$ cat src/rtl/mem_stage.sv
// MEM pipeline stage: word loads/stores over a req/ack data-memory port,
// stalls upstream while an access is in flight, and registers MEM/WB outputs.
module mem_stage #(
  parameter int TIMEOUT_CYCLES = 16,
  parameter int CNT_W          = 5
) (
  input  logic        clk_i,
  input  logic        start_i,
  input  logic        MemRead_i,
  input  logic        MemWrite_i,
  input  logic        RegWrite_i,
  input  logic        MemToReg_i,
  input  logic [31:0] ALUResult_i,
  input  logic [31:0] VALUResult_i,
  input  logic [31:0] RDData_i,
  input  logic [4:0]  RDaddr_i,
  input  logic [31:0] instr_i,
  input  logic        mem_ack_i,
  input  logic [31:0] mem_rdata_i,
  output logic        mem_req_o,
  output logic        mem_we_o,
  output logic [31:0] mem_addr_o,
  output logic [31:0] mem_wdata_o,
  output logic        stall_o,
  output logic        err_o,
  output logic        RegWrite_o,
  output logic        MemToReg_o,
  output logic [4:0]  RDaddr_o,
  output logic [31:0] ALUResult_o,
  output logic [31:0] VALUResult_o,
  output logic [31:0] MemData_o,
  output logic [31:0] instr_o
);

  typedef enum logic [1:0] {IDLE, ACCESS, DONE} state_t;

  localparam logic [CNT_W-1:0] TERM_CNT = CNT_W'(TIMEOUT_CYCLES - 1);

  state_t           state_reg;
  logic [CNT_W-1:0] cnt_reg;
  logic [31:0]      ldata_reg;
  logic             timeout_reg;
  logic             mem;
  logic             misaligned;

  assign mem        = MemRead_i | MemWrite_i;
  assign misaligned = (ALUResult_i[1:0] != 2'b00);

  // Gated by reset so the stall line is low while the stage is held in reset.
  always_comb begin
    stall_o = start_i & (((state_reg == IDLE) & mem & ~misaligned) |
                         (state_reg == ACCESS));
  end

  always_ff @(posedge clk_i or negedge start_i) begin
    if (!start_i) begin
      state_reg    <= IDLE;
      cnt_reg      <= '0;
      ldata_reg    <= '0;
      timeout_reg  <= 1'b0;
      mem_req_o    <= 1'b0;
      mem_we_o     <= 1'b0;
      mem_addr_o   <= '0;
      mem_wdata_o  <= '0;
      err_o        <= 1'b0;
      RegWrite_o   <= 1'b0;
      MemToReg_o   <= 1'b0;
      RDaddr_o     <= '0;
      ALUResult_o  <= '0;
      VALUResult_o <= '0;
      MemData_o    <= '0;
      instr_o      <= '0;
    end else begin
      case (state_reg)
        IDLE: begin
          if (mem && !misaligned) begin
            mem_req_o   <= 1'b1;
            mem_we_o    <= MemWrite_i;
            mem_addr_o  <= ALUResult_i;
            mem_wdata_o <= RDData_i;
            cnt_reg     <= '0;
            state_reg   <= ACCESS;
            RegWrite_o  <= 1'b0;
            MemToReg_o  <= 1'b0;
            instr_o     <= '0;
          end else begin
            // Plain ALU op, or a misaligned access retired as a bubble.
            if (mem) begin
              err_o <= 1'b1;
            end
            RegWrite_o   <= RegWrite_i & ~mem;
            MemToReg_o   <= MemToReg_i & ~mem;
            RDaddr_o     <= RDaddr_i;
            ALUResult_o  <= ALUResult_i;
            VALUResult_o <= VALUResult_i;
            MemData_o    <= '0;
            instr_o      <= instr_i;
          end
        end

        ACCESS: begin
          RegWrite_o <= 1'b0;
          MemToReg_o <= 1'b0;
          instr_o    <= '0;
          if (mem_ack_i) begin
            ldata_reg   <= mem_we_o ? 32'h0 : mem_rdata_i;
            timeout_reg <= 1'b0;
            mem_req_o   <= 1'b0;
            state_reg   <= DONE;
          end else if (cnt_reg == TERM_CNT) begin
            ldata_reg   <= '0;
            timeout_reg <= 1'b1;
            err_o       <= 1'b1;
            mem_req_o   <= 1'b0;
            state_reg   <= DONE;
          end else begin
            cnt_reg <= cnt_reg + 1'b1;
          end
        end

        DONE: begin
          RegWrite_o   <= RegWrite_i & ~timeout_reg;
          MemToReg_o   <= MemToReg_i;
          RDaddr_o     <= RDaddr_i;
          ALUResult_o  <= ALUResult_i;
          VALUResult_o <= VALUResult_i;
          MemData_o    <= ldata_reg;
          instr_o      <= instr_i;
          state_reg    <= IDLE;
        end

        default: state_reg <= IDLE;
      endcase
    end
  end

endmodule

$ cat config.mk
export PLATFORM = sky130hd
export DESIGN_NAME = mem_stage
export DESIGN_NICKNAME = d
export VERILOG_FILES = /design/src/rtl/mem_stage.sv
export SDC_FILE = /design/constraint.sdc
export NUM_CORES = 1
export LEC_CHECK = 0
export BUFFER_PORTS_ARGS = -buffer_cell sky130_fd_sc_hd__buf_4
export CORE_AREA = 2 2 147 149
export DETAILED_ROUTE_END_ITERATION = 8
export DIE_AREA = 0 0 149 151
export GPL_TIMING_DRIVEN = 0
export PLACE_DENSITY = 0.71
export SLEW_MARGIN = 15
export SYNTH_ARGS = -nofsm -noshare
export SYNTH_HDL_FRONTEND = slang
export SYNTH_SLANG_ARGS = --single-unit
$ cat constraint.sdc
create_clock -name clk_i -period 2.6 [get_ports clk_i]
set_input_delay 0.52 -clock clk_i [delete_from_list [all_inputs] [get_ports clk_i]]
set_output_delay 0.52 -clock clk_i [all_outputs]
set_load 0.02 [all_outputs]
# Word-level counts from Yosys, hierarchy flattened

Cells that the tools add are included.

$add $sub $neg: 1
Equal/unequal tests: 10
Mux-type cells: 35
Bitwise logic cells: 11
Reductions and logical operators: 15

Operators with widths:

| operator              | count |
|---|---|
| $mux W32              | 7 |
| $pmux W32 S2          | 3 |
| $pmux W32 S3          | 1 |
| $mux W5               | 4 |
| $pmux W5 S2           | 2 |
| $mux W1               | 10 |
| $ne A2 B2 Y1 const B  | 4 |
| $reduce_and A2 Y1     | 4 |
| $reduce_bool A2 Y1    | 4 |
| $and A1 B1 Y1         | 6 |
| $mux W2               | 3 |
| $pmux W1 S3           | 2 |
| $add A5 B1 Y5 const B | 1 |
| $eq A5 B4 Y1 const B  | 1 |
| $reduce_and A5 Y1     | 1 |
| $ne A2 B1 Y1 const B  | 2 |
| $pmux W1 S2           | 2 |
| $pmux W2 S2           | 1 |
| $reduce_and A4 Y1     | 1 |
| $ne A3 B2 Y1 const B  | 1 |
| $not A1 Y1            | 3 |
| $reduce_and A3 Y1     | 1 |
| $reduce_bool A3 Y1    | 1 |
| $eq A2 B1 Y1 const B  | 1 |
| 5 further kinds       | 6 |

Flip-flop bits (word level): 242
Bits of input ports: 172
Output and inout port bits: 203
Word-level logic and storage cells: 88

# Longest topological paths before layout

Gate-level depths: netlist of run 1.

Depth after elaboration: 5
Depth in mapped cells: 7
Depth with buffers taken out: 7

# Worst setup path before layout of run 1

No wires, ideal clock.

Path kind: input -> output
Start point: input MemWrite_i
End point: output stall_o
Arrival time: 1.332 ns
Required time: 2.080 ns
Setup slack: 0.748 ns
Stages on the path: 4
Buffers on the path: 1
Cell sequence: or2_4 > and3_1 > buf_2 > o21a_1

Word-level cells in the longest chain between the ends: 5

Ends and longest elaborated chain:

| element                     | RTL line | source |
|---|---|---|
| from (decl)                 | 10       | `input logic MemWrite_i,` |
| $or A1 B1 Y1                | 46       | `assign mem = MemRead_i \| MemWrite_i;` |
| $and A1 B1 Y1 (2 in series) | 51       | `stall_o = start_i & (((state_reg == IDLE) & mem & ~misaligned) \|` |
| $or A1 B1 Y1                | 51       |  |
| $and A1 B1 Y1               | 51       |  |
| to (decl)                   | 24       | `output logic stall_o,` |

No other way between the ends.

# Final worst setup path of run 1

Start point: register state_reg[0]
End point: output stall_o

Word-level cells in the longest chain between the ends: 5
Elaborated cells on any way between the ends: 6
Classes of those cells: eq/ne: 1; bitwise: 4; reduce/logical: 1

Ends and longest elaborated chain:

| element                     | RTL line | source |
|---|---|---|
| from (decl)                 | 39       | `state_t state_reg;` |
| from (signal assigned)      | 57       | `state_reg <= IDLE;` |
| from (signal assigned)      | 82       | `state_reg <= ACCESS;` |
| from (signal assigned)      | 109      | `state_reg <= DONE;` |
| $logic_not A2 Y1            | 51       |  |
| $and A1 B1 Y1 (2 in series) | 51       |  |
| $or A1 B1 Y1 *              | 51       |  |
| $and A1 B1 Y1 *             | 51       |  |

Every way passes the cells marked *; elsewhere a longest branch is shown, timed or not.

==> impl_metrics.tcl, run 1 <==
set metrics [dict create \
    portBuffers 374 \
    status "complete, no violations" \
    cp_num_buf_inv 3 \
    synth.cell_area_mm2 0.00930 \
    grt.total_usage_pct 21.8 \
    grt_antenna_before_repair 1 \
    crit_path_start_kind "register" \
    yosys.cell_types.count 35 \
    start_util_pct 44.6 \
    fp.coreArea_mm2 0.0208 \
    synth_edf_count 0 \
    fin_crit_ns 2.46 \
    cts_setup_buffers 0 \
    yosysMostFrequentCell "dfrtp_1" \
    cts_tree "done" \
    cp_top_family "buffers and inverters" \
    synth_area_leader_cell "dfrtp_1" \
    route.detailed.drc 0 \
    final_max_slew_viol_count 0 \
    fmax_mhz 407 \
    reg2reg_from "cnt_reg[0]" \
    fin_skew_ns 0.0137 \
    drt-pass1-iter-count 4 \
    synth_common_cells "242 x dfrtp_1, 196 x nand2_1, 97 x a22o_1" \
    r2r_cells 7 \
    grt_pass1_wl_um 38400 \
    dr.first_iter.drc_count 225 \
    critPathArrivalTime_ns 1.94 \
    slew_headroom_pct 63.3 \
    crit_type "reg -> out" \
    synthCells 710 \
    rows 53 \
    setup_viol 0 \
    cts_buffers 26 \
    n_fill_cell 1692 \
    gp_routability_congestion 0.774 \
    hold_depth 3 \
    vias 6951 \
    clock_latency_ns 0.52 \
    final_util_pct 64.4 \
    cap_violations 0 \
    netlist.area_leader.share_pct 65.1 \
    ys_seq_elements 242 \
    cts-root-buf "clkbuf_16" \
    die_h_um 151 \
    rrSetupSlack_ns 0.45 \
    yosys_warnings 0 \
    cp.required_ns 2.08 \
    syn_avg_cell_area_um2 13.1 \
    antenna_left 0 \
    synthTopCellsByArea "dfrtp_1 65%, mux2_4 9.4%, a22o_1 9.1%" \
    grt_max_degree 98 \
    finalHoldViolCount 0 \
    ir_drop_v 0.000555 \
    syn-num-nets 888 \
    final_nets 1292 \
    end_kind "primary output" \
    path_clk_slew_ns 0.06 \
    rsz0062_at_grt "no" \
    worstReg2RegEnd "ldata_reg[11]" \
    min_period_over_period_pct 94.6 \
    grt_overflow 0 \
    hold-worst-slack_ns 0.193 \
    worstHoldPathType "in -> reg" \
    grt_pass1_vias 6955 \
    min_from "RDData_i[6]" \
    wl_um 25500 \
    ios 375 \
    routed_via_density 4.93 \
    ctsHtreeMaxLevel 1 \
    drive_above_1_share_pct 45.9 \
    tns_ns 0 \
    routedWlPerCell_um 18.1 \
    clock_sinks 242 \
    min_to "mem_wdata_o[6]" \
    async_flop_share_pct 100 \
    clockBufferDepth 3 \
    die-area_mm2 0.0225 \
    leakagePower_nw 7.09 \
    die-width_um 149 \
    tightest_slew_ns 0.546 \
    cp_cell_sequence "inv_1 -> ha_4 -> and3_1 -> buf_6 -> o21a_1 -> buf_4" \
    powerDensity_mw_per_mm2 1410 \
    areaGrowthSynthToFinish_pct 44.3 \
    critical_path.slowest_cell "dfrtp_1" \
    synth-seq-area-share_pct 65.1 \
    synth_flop_cell "dfrtp_1" \
    worstPathMaxFanout 10 \
    place.detailed.hpwl_um 19000 \
    max_stage_delay_ns 0.43 \
]
worst register-to-register path: stages (launching register included):
cell,delay (ns)
dfrtp_1,0.42
ha_1,0.23
and3_1,0.19
ha_1,0.22
or2_2,0.32
nand2_1,0.25
buf_2,0.29
a22o_1,0.18
power by group:
group	switching [W]	leakage [nW]	internal (W)
logic	0.00463	3.62	0.00414
clock network	0.00142	0.442	0.00224
registers	0.00102	3.03	0.00552
routing by layer:
metal	up-vias	routed length [um]	GRT usage, %
li1	3261	-	-
met1	3385	10300	27.6
met4	0	763	6.71
met2	259	12600	37.3
met3	46	1790	5.21
met5	-	0	0
layout make-up:
class | instances | area (um2) | area share [%]
antenna | 1 | 2.50 | 0.0187
clock buffer | 39 | 811 | 6.04
sequential | 242 | 6060 | 45.1
multi-input combinational | 420 | 3000 | 22.4
timing repair buffer | 377 | 2880 | 21.5
inverter | 4 | 15.0 | 0.112
clock inverter | 8 | 65.1 | 0.485
tap | 275 | 344 | 2.57
buffer | 43 | 241 | 1.80
kinds of logic (layout without fill, tap and decap cells):
family	after synthesis	after routing	synth area share, %
DFF	242	242	65.1
and+or+nand+nor	225	225	9.79
AOI/OAI and AO/OA	119	119	10.7
muxes	70	70	10.8
buffers and inverters	48	471	2.73
adders and majority gates	6	6	0.808
other	0	1	0
how the worst max path moves through the flow:
| stage | startpoint | end | slack [ns] | depth (start not counted) |
|---|---|---|---|---|
| floorplan | MemWrite_i | stall_o | 0.75 | 4 |
| global placement | start_i | stall_o | -1.19 | 3 |
| detailed placement | MemWrite_i | stall_o | 0.37 | 6 |
| CTS | state_reg[0] | stall_o | 0.007 | 6 |
| global route | state_reg[0] | stall_o | 0.02 | 6 |
| finish | state_reg[0] | stall_o | 0.14 | 6 |
cells in the final DEF (no fill, tap or decap), drive strengths merged, types with 2 or more instances in the layout:
cell type,netlist,final
a211o,2,2
clkbuf,15,53
dfrtp,242,242
nor3,2,2
a21o,3,3
and3,5,5
and2,3,3
nand3,3,3
mux2,70,70
a22o,97,97
or2,2,2
nand2,196,196
a21oi,6,6
nor2,7,7
inv,4,4
buf,29,405
clkinv,0,7
nor4b,2,2
ha,6,6
o21ai,6,6
o2bb2ai,2,2
stage by stage:
stage          area, um2  total power [W]  worst slack, ns  std cells
2_1_floorplan       9300           0.0116            0.748        710
3_3_place_gp       12400           0.0152            -1.19       1359
3_5_place_dp       12500           0.0154            0.374       1361
4_1_cts            13400           0.0191          0.00687       1409
5_1_grt            13400           0.0200           0.0233       1409
6_report           13400           0.0190            0.140       1409
repair_timing:
| item | 4_1_cts | 5_1_grt |
|---|---|---|
| hold buffers | 1 | 0 |
| setup endpoints to repair | 1 | 1 |
| endpoints found under the hold margin | 67 | 0 |
| resized for setup | 2 | 2 |
| pin swaps | 0 | 0 |
No activity file was read; power rests on OpenSTA's default activity.
==> inputs of run 2 (changes only) <==
--- a/config.mk
+++ b/config.mk
@@ -6,11 +6,12 @@
 export NUM_CORES = 1
 export LEC_CHECK = 0
 export BUFFER_PORTS_ARGS = -buffer_cell sky130_fd_sc_hd__buf_4
-export CORE_AREA = 2 2 147 149
+export CORE_AREA = 2 2 144 146
+export CTS_BUF_LIST = sky130_fd_sc_hd__clkbuf_4 sky130_fd_sc_hd__clkbuf_8
 export DETAILED_ROUTE_END_ITERATION = 8
-export DIE_AREA = 0 0 149 151
+export DIE_AREA = 0 0 146 148
 export GPL_TIMING_DRIVEN = 0
-export PLACE_DENSITY = 0.71
+export PLACE_DENSITY = 0.73
 export SLEW_MARGIN = 15
 export SYNTH_ARGS = -nofsm -noshare
 export SYNTH_HDL_FRONTEND = slang
==> impl_metrics.tcl, run 2 (same netlist as run 1, synthesis figures left out) <==
set metrics [dict create \
    status "finished, violations left" \
    violations "negative hold slack" \
    dp.cells 1356 \
    ios 375 \
    cp_num_buf_inv 3 \
    fin_crit_ns 2.46 \
    worstHoldPathType "in -> async" \
    powerDensity_mw_per_mm2 1410 \
    fin_skew_ns 0.00941 \
    final_common_cell "buf_4" \
    route.detailed.drc 0 \
    routed_via_density 4.91 \
    rsz0062_at_grt "no" \
    ir_drop_v 0.000670 \
    cts-root-buf "clkbuf_8" \
    vias 7014 \
    grt_pass1_vias 7154 \
    reg2reg_from "cnt_reg[0]" \
    die-width_um 146 \
    final_max_slew_viol_count 0 \
    routedWlPerCell_um 18.0 \
    start_util_pct 46.4 \
    rows 52 \
    total_power_w 0.0191 \
    fp.coreArea_mm2 0.0200 \
    path_clk_slew_ns 0.06 \
    pwr-share-seq_pct 34.1 \
    clockBufferDepth 3 \
    cp_top_family "buffers and inverters" \
    cp.required_ns 2.08 \
    n_fill_cell 1563 \
    switching_share_pct 37.3 \
    layout_common_cells "373 x buf_4, 242 x dfrtp_1, 196 x nand2_1, 97 x a22o_1, 58 x mux2_4" \
    crit_cells 6 \
    crit_type "reg -> out" \
    gp_routability_congestion 0.803 \
    setup_viol 0 \
    grt_pass1_wl_um 40000 \
    dr.first_iter.drc_count 307 \
    multiInputGateArea_mm2 0.00300 \
    min_period_over_period_pct 94.6 \
    finalHoldViolCount 79 \
    cts_buffers 40 \
    clock_latency_ns 0.51 \
    portBuffers 374 \
    fin_cells 1428 \
    leakagePower_nw 7.18 \
    grt_max_degree 83 \
    drt-pass1-iter-count 4 \
    final_nets 1307 \
    cp_cell_sequence "inv_1 -> ha_4 -> and3_1 -> buf_6 -> o21a_1 -> buf_4" \
    worstPathMaxFanout 10 \
    clockPowerShare_pct 19.9 \
    grt_antenna_before_repair 0 \
    crit_path_start_kind "register" \
    grt.total_usage_pct 23.5 \
    ctsHtreeMaxLevel 2 \
    die-area_mm2 0.0216 \
    tightest_slew_ns 0.672 \
    die_h_um 148 \
    p_int_w 0.0120 \
    power_frac_comb_pct 45.9 \
    worstReg2RegEnd "ldata_reg[12]" \
    clock_sinks 242 \
    switchingPower_w 0.00713 \
    register_area_mm2 0.00606 \
    diodes 0 \
    critical_path.slowest_cell "dfrtp_1" \
    end_kind "primary output" \
    rrSetupSlack_ns 0.41 \
    r2r_cells 7 \
    cap_violations 0 \
    hold-worst-slack_ns -0.0722 \
    cts_tree "done" \
    drive_above_1_share_pct 47.4 \
    wl_um 25800 \
    place.detailed.hpwl_um 18700 \
    antenna_left 0 \
    critPathArrivalTime_ns 1.94 \
    areaGrowthSynthToFinish_pct 45.4 \
    slew_headroom_pct 54.9 \
    fmax_mhz 407 \
    max_stage_delay_ns 0.42 \
    grt_overflow 0 \
]
[run 2: final cells by class]
| type | count | share of cell area [%] |
|---|---|---|
| clock inverter | 13 | 1.22 |
| clock buffer | 58 | 5.72 |
| buffer | 43 | 1.79 |
| tap | 270 | 2.50 |
| inverter | 4 | 0.111 |
| timing repair buffer | 378 | 21.7 |
| sequential | 242 | 44.8 |
| multi-input combinational | 420 | 22.2 |
[run 2: what timing repair did]
item / CTS / global route
resized for setup: 3 / 2
buffers inserted: 0 / 0
endpoints found under the hold margin: 79 / 79
setup endpoints to repair: 1 / 1
cloned: 1 / 1
[run 2: worst max path at each step]
stage | end | from
global route | stall_o | state_reg[0]
detailed placement | stall_o | start_i
global placement | stall_o | start_i
floorplan | stall_o | MemWrite_i
CTS | stall_o | state_reg[0]
finish | stall_o | state_reg[0]
[run 2: metrics by stage]
step | worst slack [ns] | setup TNS, ns | hold slack, ns | area, um2 | util (%)
2_1_floorplan | 0.748 | 0 | 0.224 | 9300 | -
3_3_place_gp | -1.20 | -208.93 | 0.445 | 12400 | 62.1
3_5_place_dp | -0.163 | -0.163 | 0.463 | 12500 | 62.4
4_1_cts | 0.00128 | 0 | -0.0916 | 13500 | 67.3
5_1_grt | 0.0163 | 0 | -0.0744 | 13500 | 67.5
6_report | 0.141 | 0 | -0.0722 | 13500 | 67.5
[run 2: power by group through the flow]
stage	sequential [W]	clock, W	combinational (W)
after floorplan	0.00822	0	0.00342
after global placement	0.00650	0	0.00866
after detailed placement	0.00656	0	0.00881
after CTS	0.00652	0.00389	0.00886
after global routing	0.00673	0.00408	0.00933
final	0.00652	0.00381	0.00878
[run 2: worst reg2reg max path: cells and delay by family, from the launching register on]
kind            cells  cell delay (ns)
flops               1             0.42
fa+ha+maj           2             0.46
buf+inv             1             0.30
simple gates        3             0.75
compound gates      1             0.19
[run 2: layer usage]
metal	global-route usage [%]	wire, um	part of all wire, %
met1	29.3	10200	39
met4	7.04	636	2.5
met3	6.48	1920	7.4
met5	0	0	0
met2	40.2	13000	51
==> inputs of run 3 (changes only) <==
==> config.mk (replaced) <==
export PLATFORM = sky130hd
export DESIGN_NAME = mem_stage
export DESIGN_NICKNAME = d
export VERILOG_FILES = /design/src/rtl/mem_stage.sv
export SDC_FILE = /design/constraint.sdc
export NUM_CORES = 1
export LEC_CHECK = 0
export CORE_AREA = 2 2 144 146
export DETAILED_ROUTE_END_ITERATION = 8
export DIE_AREA = 0 0 146 148
export DONT_BUFFER_PORTS = 1
export GPL_TIMING_DRIVEN = 0
export PLACE_DENSITY = 0.57
export SLEW_MARGIN = 15
export SYNTH_ARGS = -nofsm -noshare
export SYNTH_HDL_FRONTEND = slang
export SYNTH_SLANG_ARGS = --single-unit
==> impl_metrics.tcl, run 3 (same netlist as run 1, synthesis figures left out) <==
set metrics [dict create \
    rrSetupSlack_ns 0.48 \
    drive_above_1_share_pct 17.9 \
    grt_antenna_before_repair 0 \
    cts_setup_buffers 0 \
    critPathArrivalTime_ns 1.95 \
    finalHoldViolCount 242 \
    cts_buffers 25 \
    worstPathMaxFanout 10 \
    rows 52 \
    hold-worst-slack_ns -0.294 \
    cts-root-buf "clkbuf_16" \
    stdcell_area_mm2 0.0104 \
    top_usage_layer "met2" \
    route.detailed.drc 0 \
    routed_via_density 5.46 \
    place_area_mm2 0.00963 \
    gp_routability_congestion 0.828 \
    setup_viol 0 \
    place.detailed.hpwl_um 16300 \
    fin_crit_ns 2.47 \
    cp.required_ns 2.08 \
    use_met3_pct 7.75 \
    leakagePower_nw 5.16 \
    end_kind "primary output" \
    die-area_mm2 0.0216 \
    powerDensity_mw_per_mm2 1570 \
    grt.total_usage_pct 20.5 \
    ctsHtreeMaxLevel 1 \
    start_util_pct 46.4 \
    portBuffers 0 \
    areaGrowthSynthToFinish_pct 12.1 \
    diodes 0 \
    final_common_cell "dfrtp_1" \
    cts_tree "done" \
    grt_overflow 0 \
    path_clk_slew_ns 0.06 \
    die_h_um 148 \
    reg2reg_from "cnt_reg[0]" \
    grt_pass1_wl_um 35300 \
    die-width_um 146 \
    final_max_slew_viol_count 0 \
    n_fill_cell 1747 \
    r2r_cells 7 \
    fp.coreArea_mm2 0.0200 \
    tightest_slew_ns 0.513 \
    drt-pass1-iter-count 6 \
    min_period_over_period_pct 95.1 \
    routedWlPerCell_um 22.4 \
    ir_drop_v 0.000704 \
    dr.first_iter.drc_count 241 \
    final_nets 914 \
    fmax_mhz 404 \
    crit_type "reg -> out" \
    final_util_pct 52.0 \
    worstHoldPathType "in -> async" \
    layout_common_cells "242 x dfrtp_1, 196 x nand2_1, 97 x a22o_1, 58 x mux2_4, 25 x clkbuf_16" \
    dp.cells 980 \
    status "finished, violations left" \
    antenna_left 0 \
    clock_sinks 242 \
    clock_latency_ns 0.50 \
    crit_path_start_kind "register" \
    violations "negative hold slack" \
    fin_skew_ns 0.00667 \
    rsz0062_at_grt "no" \
    cap_violations 0 \
    fin_cells 1020 \
    grt_pass1_vias 5882 \
    ios 375 \
    vias 5568 \
    slew_headroom_pct 65.5 \
    wl_um 22800 \
    worstReg2RegEnd "ldata_reg[13]" \
    gr-usage-met1_pct 24.4 \
    grt_use_met2_pct 35.0 \
    grt_max_degree 244 \
    clockBufferDepth 3 \
    tns_ns 0 \
]
-- run 3: layer usage --
layer | share of wire, % | wire length (um)
met3 | 9.9 | 2270
met5 | 0 | 0
met2 | 50 | 11300
met4 | 2.5 | 563
met1 | 38 | 8630
-- run 3: critical path, cell delays in order (launching register included) --
cell	delay, ns
dfrtp_1	0.41
inv_1	0.10
ha_2	0.28
and3_1	0.21
buf_4	0.21
o21a_2	0.23
-- run 3: stage by stage --
stage               total power, W  hold WS, ns  setup slack [ns]
global placement            0.0127        0.229             0.446
finish                      0.0163       -0.294             0.126
CTS                         0.0165       -0.314            0.0378
floorplan                   0.0116        0.224             0.748
global route                0.0172       -0.318           0.00144
detailed placement          0.0129        0.230             0.405
-- run 3: what timing repair did --
| item | in CTS | in global routing |
|---|---|---|
| endpoints found under the hold margin | 242 | 242 |
| setup endpoints to repair | 1 | 1 |
| resized for setup | 2 | 1 |
-- run 3: where the power goes --
| group | switching (W) | total [W] | internal, W |
|---|---|---|---|
| registers | 0.00324 | 0.00874 | 0.00550 |
| clock network | 0.00138 | 0.00349 | 0.00211 |
| logic | 0.00190 | 0.00408 | 0.00218 |
| total | 0.00652 | 0.0163 | 0.00979 |
-- run 3: how the worst max path moves through the flow --
stage / startpoint / end / cells past startpoint / slack (ns)
after CTS: state_reg[1] / stall_o / 5 / 0.04
final: state_reg[0] / stall_o / 5 / 0.13
after global placement: state_reg[0] / stall_o / 5 / 0.45
after detailed placement: state_reg[0] / stall_o / 5 / 0.40
after floorplan: MemWrite_i / stall_o / 4 / 0.75
after global routing: state_reg[0] / stall_o / 5 / 0.001
-- run 3: cell type report --
type,instances,area (um2),area share (%)
sequential,242,6060,58.1
multi-input combinational,420,2990,28.7
clock buffer,35,683,6.55
tap,270,338,3.24
buffer,43,238,2.28
clock inverter,6,105,1.01
inverter,4,15.0,0.144
